===== config.mk =====
export PLATFORM = sky130hd
export DESIGN_NAME = ctrl_sequencer
export DESIGN_NICKNAME = d
export VERILOG_FILES = /design/src/rtl/ctrl_sequencer.sv
export SDC_FILE = /design/constraint.sdc
export NUM_CORES = 1
export LEC_CHECK = 0
export BUFFER_PORTS_ARGS = -buffer_cell sky130_fd_sc_hd__buf_4
export CORE_UTILIZATION = 39
export DETAILED_ROUTE_END_ITERATION = 8
export PLACE_DENSITY = 0.84
export SYNTH_ARGS = -nofsm -noshare
export SYNTH_HDL_FRONTEND = slang
export SYNTH_SLANG_ARGS = --single-unit

===== constraint.sdc =====
create_clock -name i_clk -period 1.2 [get_ports i_clk]
set_input_delay 0.24 -clock i_clk [delete_from_list [all_inputs] [get_ports i_clk]]
set_output_delay 0.24 -clock i_clk [all_outputs]
set_load 0.03 [all_outputs]

===== src/rtl/ctrl_sequencer.sv =====
// Micro-step sequencer for an 8-bit accumulator CPU: steps T0..T4 and decodes
// the instruction nibble into the 16-bit control word for the current step.
module ctrl_sequencer (
    input  logic        i_clk,
    input  logic        i_rst,
    input  logic        i_step_en,
    input  logic [3:0]  i_opcode,
    input  logic        i_flag_c,
    input  logic        i_flag_z,
    output logic [15:0] o_ctrl,
    output logic [2:0]  o_step,
    output logic        o_halted
);

    typedef enum logic [2:0] {
        ST_T0 = 3'd0,
        ST_T1 = 3'd1,
        ST_T2 = 3'd2,
        ST_T3 = 3'd3,
        ST_T4 = 3'd4
    } step_t;

    localparam logic [3:0] OP_LDA = 4'h1;
    localparam logic [3:0] OP_ADD = 4'h2;
    localparam logic [3:0] OP_SUB = 4'h3;
    localparam logic [3:0] OP_STA = 4'h4;
    localparam logic [3:0] OP_LDI = 4'h5;
    localparam logic [3:0] OP_JMP = 4'h6;
    localparam logic [3:0] OP_JC  = 4'h7;
    localparam logic [3:0] OP_JZ  = 4'h8;
    localparam logic [3:0] OP_OUT = 4'hE;
    localparam logic [3:0] OP_HLT = 4'hF;

    localparam logic [15:0] CW_FETCH0 = 16'h4004;
    localparam logic [15:0] CW_FETCH1 = 16'h1408;
    localparam logic [15:0] CW_MI_IO  = 16'h4800;
    localparam logic [15:0] CW_RO_AI  = 16'h1200;
    localparam logic [15:0] CW_RO_BI  = 16'h1020;
    localparam logic [15:0] CW_ADD    = 16'h0281;
    localparam logic [15:0] CW_SUB    = 16'h02C1;
    localparam logic [15:0] CW_AO_RI  = 16'h2100;
    localparam logic [15:0] CW_IO_AI  = 16'h0A00;
    localparam logic [15:0] CW_JUMP   = 16'h0802;
    localparam logic [15:0] CW_AO_OI  = 16'h0110;
    localparam logic [15:0] CW_HLT    = 16'h8000;
    localparam logic [15:0] CW_NONE   = 16'h0000;

    step_t step_r;
    step_t step_nxt_s;
    logic  halted_r;
    logic  halted_nxt_s;
    logic  [15:0] ctrl_s;

    // Number of micro-steps (fetch included) taken by an opcode.
    function automatic logic [2:0] instr_len(input logic [3:0] op);
        logic [2:0] len;
        case (op)
            OP_ADD, OP_SUB:                                 len = 3'd5;
            OP_LDA, OP_STA:                                 len = 3'd4;
            OP_LDI, OP_JMP, OP_JC, OP_JZ, OP_OUT, OP_HLT:   len = 3'd3;
            default:                                        len = 3'd2;
        endcase
        return len;
    endfunction

    // Step and halt state register with synchronous reset.
    always_ff @(posedge i_clk) begin
        if (i_rst) begin
            step_r   <= ST_T0;
            halted_r <= 1'b0;
        end else begin
            step_r   <= step_nxt_s;
            halted_r <= halted_nxt_s;
        end
    end

    // Next-step decision; fetch steps always advance, opcode length matters from T1 on.
    always_comb begin
        step_nxt_s   = step_r;
        halted_nxt_s = halted_r;
        if (i_step_en && !halted_r) begin
            case (step_r)
                ST_T0: step_nxt_s = ST_T1;
                ST_T1: begin
                    if (instr_len(i_opcode) == 3'd2) begin
                        step_nxt_s = ST_T0;
                    end else begin
                        step_nxt_s = ST_T2;
                    end
                end
                ST_T2: begin
                    if (i_opcode == OP_HLT) begin
                        step_nxt_s   = ST_T0;
                        halted_nxt_s = 1'b1;
                    end else if (instr_len(i_opcode) == 3'd3) begin
                        step_nxt_s = ST_T0;
                    end else begin
                        step_nxt_s = ST_T3;
                    end
                end
                ST_T3: begin
                    if (instr_len(i_opcode) == 3'd4) begin
                        step_nxt_s = ST_T0;
                    end else begin
                        step_nxt_s = ST_T4;
                    end
                end
                ST_T4:   step_nxt_s = ST_T0;
                default: step_nxt_s = ST_T0;
            endcase
        end else begin
            step_nxt_s   = step_r;
            halted_nxt_s = halted_r;
        end
    end

    // Control word decode from step, opcode, flags and halt state.
    always_comb begin
        ctrl_s = CW_NONE;
        if (halted_r) begin
            ctrl_s = CW_HLT;
        end else begin
            case (step_r)
                ST_T0: ctrl_s = CW_FETCH0;
                ST_T1: ctrl_s = CW_FETCH1;
                ST_T2: begin
                    case (i_opcode)
                        OP_LDA, OP_ADD, OP_SUB, OP_STA: ctrl_s = CW_MI_IO;
                        OP_LDI:  ctrl_s = CW_IO_AI;
                        OP_JMP:  ctrl_s = CW_JUMP;
                        OP_JC:   ctrl_s = i_flag_c ? CW_JUMP : CW_NONE;
                        OP_JZ:   ctrl_s = i_flag_z ? CW_JUMP : CW_NONE;
                        OP_OUT:  ctrl_s = CW_AO_OI;
                        OP_HLT:  ctrl_s = CW_HLT;
                        default: ctrl_s = CW_NONE;
                    endcase
                end
                ST_T3: begin
                    case (i_opcode)
                        OP_LDA:         ctrl_s = CW_RO_AI;
                        OP_ADD, OP_SUB: ctrl_s = CW_RO_BI;
                        OP_STA:         ctrl_s = CW_AO_RI;
                        default:        ctrl_s = CW_NONE;
                    endcase
                end
                ST_T4: begin
                    case (i_opcode)
                        OP_ADD:  ctrl_s = CW_ADD;
                        OP_SUB:  ctrl_s = CW_SUB;
                        default: ctrl_s = CW_NONE;
                    endcase
                end
                default: ctrl_s = CW_NONE;
            endcase
        end
    end

    assign o_ctrl   = ctrl_s;
    assign o_step   = step_r;
    assign o_halted = halted_r;

endmodule


==> results of run 1 <==
## metrics by stage
| step | worst slack (ns) | hold slack [ns] | TNS, ns | instances |
|---|---|---|---|---|
| after floorplan | -0.451 | 0.302 | -5.08 | 81 |
| after global placement | -0.458 | 0.431 | -3.35 | 142 |
| after detailed placement | -0.537 | 0.439 | -3.96 | 142 |
| after CTS | -0.507 | 0.174 | -6.91 | 155 |
## cells in the mapped netlist
master | instances | share of area, %
nand2b_1 | 2 | 2.2
buf_2 | 5 | 4.4
nor3_1 | 5 | 4.4
o22ai_1 | 1 | 1.1
xor2_1 | 2 | 3.1
a211oi_2 | 1 | 2.2
nor2b_1 | 3 | 3.3
nor3b_1 | 1 | 1.3
a2111oi_0 | 1 | 1.5
and2_1 | 2 | 2.2
a21boi_0 | 1 | 1.3
buf_4 | 3 | 3.9
nand3_1 | 3 | 2.6
dfxtp_1 | 4 | 14
nand3b_1 | 2 | 2.6
a21oi_1 | 4 | 3.5
a31oi_1 | 2 | 2.2
nand4b_1 | 1 | 1.5
nor3_2 | 1 | 1.8
a21o_1 | 2 | 2.6
a221o_1 | 1 | 1.8
o21ai_1 | 2 | 1.8
nand2_1 | 7 | 4.6
nand2b_4 | 1 | 2.4
nor4b_2 | 1 | 2.6
a32oi_1 | 2 | 3.1
clkbuf_2 | 1 | 0.88
a311oi_1 | 1 | 1.5
nor2_1 | 9 | 5.9
nor2_2 | 2 | 2.2
xnor2_1 | 1 | 1.5
a221oi_1 | 1 | 1.5
or2_2 | 2 | 2.2
o21ai_0 | 2 | 1.8
nor4_2 | 2 | 4.4
## timing repair
item,4_1_cts
pin swaps,16
hold endpoints to repair,0
setup buffers,9
hold buffers,0
gates resized for setup,31
setup endpoints to repair,19
## cell families after synthesis
kind of cell    share of synthesized area, %
compound gates                          25.9
simple gates                            46.3
buf+inv                                 9.21
xor+xnor                                4.61
flops                                   14.0
==> impl_results.md, run 1 <==
- Chip Width: 40.3 µm
- WEP type: top-level output
- Dpl hpwl: 1.66 mm
- Status: did not finish
- Crit. endpoint post-GRT repair: o_ctrl[9]
- Post-Syn Nets: 90
- Avg Synthesized Cell Area: 7.04 µm²
- Initial Util: 42.8%
- I/O pin total: 29
- Post-Synthesis Cells: 81
- Synth warn: 0
- Yosys reg bits: 4
- Chip height: 40.3 µm
- Total CTS buffers: 3
- Clk root buf: clkbuf_4
- Row count: 13
- Antenna violations before repair: 0
- Failed at: global routing (5_1_grt)
- Buffers on Ports: 28
- Synth unique cells: 35
- CTS Sinks: 4
- H-tree depth: 1
- Clock tree buffer depth: 2
- Placed Area: 1070 µm²
- GP Congestion: 0.841
- Mapped cell area: 571 µm²
- Pin count of the biggest net entering global routing: 10
- Run Error: [ERROR DPL-0033] detailed placement checks failed during check placement.
- Register area share after synthesis: 14.0%
==> inputs of run 2 (changes only) <==
Settings changed: CORE_AREA set to 2 2 63 65, CORE_UTILIZATION 39 to not set, DIE_AREA set to 0 0 65 67, PLACE_DENSITY 0.84 to not set, PLACE_DENSITY_LB_ADDON set to 0.15.
Clock period 1.2 ns to 1.6 ns, I/O delays scaled along.
==> run 2 against run 1 <==
The flow now finishes, with violations (negative setup slack). Area after synthesis is the same. Synthesized cell count is the same.
==> impl_results.md, run 2 <==
- Synth Area in XOR/XNOR: 4.61%
- Ranking of synthesized cells by area: dfxtp_1, nor2_1, nand2_1, buf_2, nor3_1
- Via count: 787
- CTS Sinks: 4
- Clock slew seen by the registers of the worst setup and hold paths: 0.03 ns
- Post-synthesis compound-gate area fraction: 25.9%
- Kind of end point of the critical path: output pin
- Total CTS buffers: 3
- CP Launch Type: register
- Fill count: 379
- Worst-Skew Late Latency: 0.22 ns
- Die ar.: 4360 µm²
- Buffers on Ports: 28
- DR WL/cell: 11.8 µm
- Chip height: 67 µm
- Fin crit share: 107%
- Post-route setup slack: -0.106 ns
- Vias per inst: 4.19
- RSZ-0062 raised after global routing: true
- Place WS: -0.225 ns
- Synth unique cells: 35
- H-tree depth: 1
- Post-synth top area cell: dfxtp_1
- Core Footprint: 3610 µm²
- Post-Syn Nets: 90
- Hold Fails Final Rpt: 0
- Synth top cells by count: nor2_1, nand2_1, buf_2, nor3_1
- Main combinational cell family by area after synthesis: simple AND/OR/NAND/NOR gates
- Register area share after synthesis: 14.0%
- Antenna violations before repair: 0
- Critical path data arrival time: 1.39 ns
- Mapped cell area: 571 µm²
- PD cells: 485 nW/µm²
- Avg Synthesized Cell Area: 7.04 µm²
- Synth warn: 0
- Layout cells sized above 1: 71.4%
- Hold Path Class: in2reg
- Crit-path max FO: 6
- N_diodes: 0
- Mux cell area share after synthesis: 0%
- Post-synth EDFFs: 0
- Initial Util: 15.8%
- Dpl hpwl: 1.69 mm
- P&R area growth vs syn: 139%
- Final max-slew violation count: 0
- Row count: 22
- Chip Width: 65 µm
- GP Congestion: 0.742
- Final TNS setup: -0.423 ns
- First-pass GRT wire length: 3.56 mm
- Worst Tran Pin Value: 0.312 ns
- DRT Pass-1 Iters: 4
- Post-Synthesis Cells: 81
- Relative slew slack: 79.1%
- Critical Path RT: 1.28 ns
- Setup CP Type: reg2out
- Post-synth top area share: 14.0%
- Leak pwr: 0.581 nW
- Total Nets Final: 150
- Synth Area in Adders: 0%
- GRT Overall Usage: 10.2%
- Max FFs per register: 3
- Failing checks: negative setup slack
- Hold buffer count at cts: 0
- Synth Area in Simple Gates: 46.3%
- Starting DRT DRC Count: 20
- Count leader, synth: nor2_1
- GRT overflow: 0
- Final setup viols: 9
- I/O pin total: 29
- DR DRC count: 0
- Clock tree buffer depth: 2
- Max IR drop VDD: 275 µV
- Yosys reg bits: 4
- Max-cap violations: 0
- Top FF cell, synth: dfxtp_1
- Clock Skew: 0.00475 ns
- TritonCTS clock tree: yes
- Vias in the first global route: 777
- Min cycle time layout: 1.71 ns
- Antenna viol nets, final: 0
- Status: finished, violations left
- Most common cell after layout, fill and taps aside: buf_4
- FFs w/ async S/R, synth: 0%
- Pin count of the biggest net entering global routing: 10
- Fmax: 586 MHz
- Total Routed Length: 2.21 mm
- Most frequent cells in the layout: buf_4, buf_6, nand2_1, nor2_1, nor3_4
- Clk root buf: clkbuf_8
-- run 2: cell counts after synthesis --
Identical to the previous run, type by type.
-- run 2: area by class of cell --
| class | count | area, µm² | share of cell area (%) |
|---|---|---|---|
| flip-flops and latches | 4 | 92.6 | 6.78 |
| clock buffers | 4 | 45.0 | 3.30 |
| multi-input cells | 68 | 613 | 44.9 |
| well taps | 48 | 60.1 | 4.40 |
| repair buffers | 64 | 556 | 40.7 |
-- run 2: critical path, stage by stage, from the launching register on --
cell	delay, ns
dfxtp_2	0.30
nand2b_4	0.17
nand4b_1	0.21
a221oi_2	0.29
buf_4	0.20
-- run 2: through the flow --
step	total power, W	instances	hold WS (ns)	cell area [µm²]	util (%)
finish	0.000663	188	0.288	1370	37.9
detailed placement	0.000369	172	0.519	1080	30.1
floorplan	0.000272	81	0.382	706	-
global route	0.000707	188	0.281	1370	37.9
global placement	0.000369	172	0.517	1080	30.1
CTS	0.000631	183	0.292	1230	34.2
-- run 2: cell families after synthesis --
logic type             Yosys count
buffers and inverters            9
XOR/XNOR                         3
AND/OR/NAND/NOR                 44
flip-flops                       4
AO/OA/AOI/OAI                   21
-- run 2: path summary, 6_finish.rpt --
path                                 from        end  slack, ns  cells after the start
worst min register to register  o_step[0]  o_step[0]       0.55                      2
worst max-delay path            o_step[2]  o_ctrl[9]      -0.11                      4
worst max register to register  o_step[2]  o_step[0]       0.17                      6
worst min-delay path                i_rst   o_halted       0.29                      2
-- run 2: per-layer routing --
metal	vias up	track usage [%]	wire, µm	share of wire, %
met2	14	17.3	1100	50
met1	357	13.8	1040	47
met4	0	1.60	11	0.50
li1	414	-	-	-
met5	-	0	0	0
met3	2	1.86	62	2.8
-- run 2: power breakdown --
group / switching (W) / internal, W
clock network: 0.0000579 / 0.000171
registers: 0.00000744 / 0.000102
logic: 0.000162 / 0.000164
-- run 2: timing repair --
action / in CTS / in global routing
buffers inserted: 8 / 5
gates resized for setup: 15 / 23
pin swaps: 12 / 11
setup endpoints to repair: 12 / 15
Note: power is estimated with default switching activity, not from simulation.
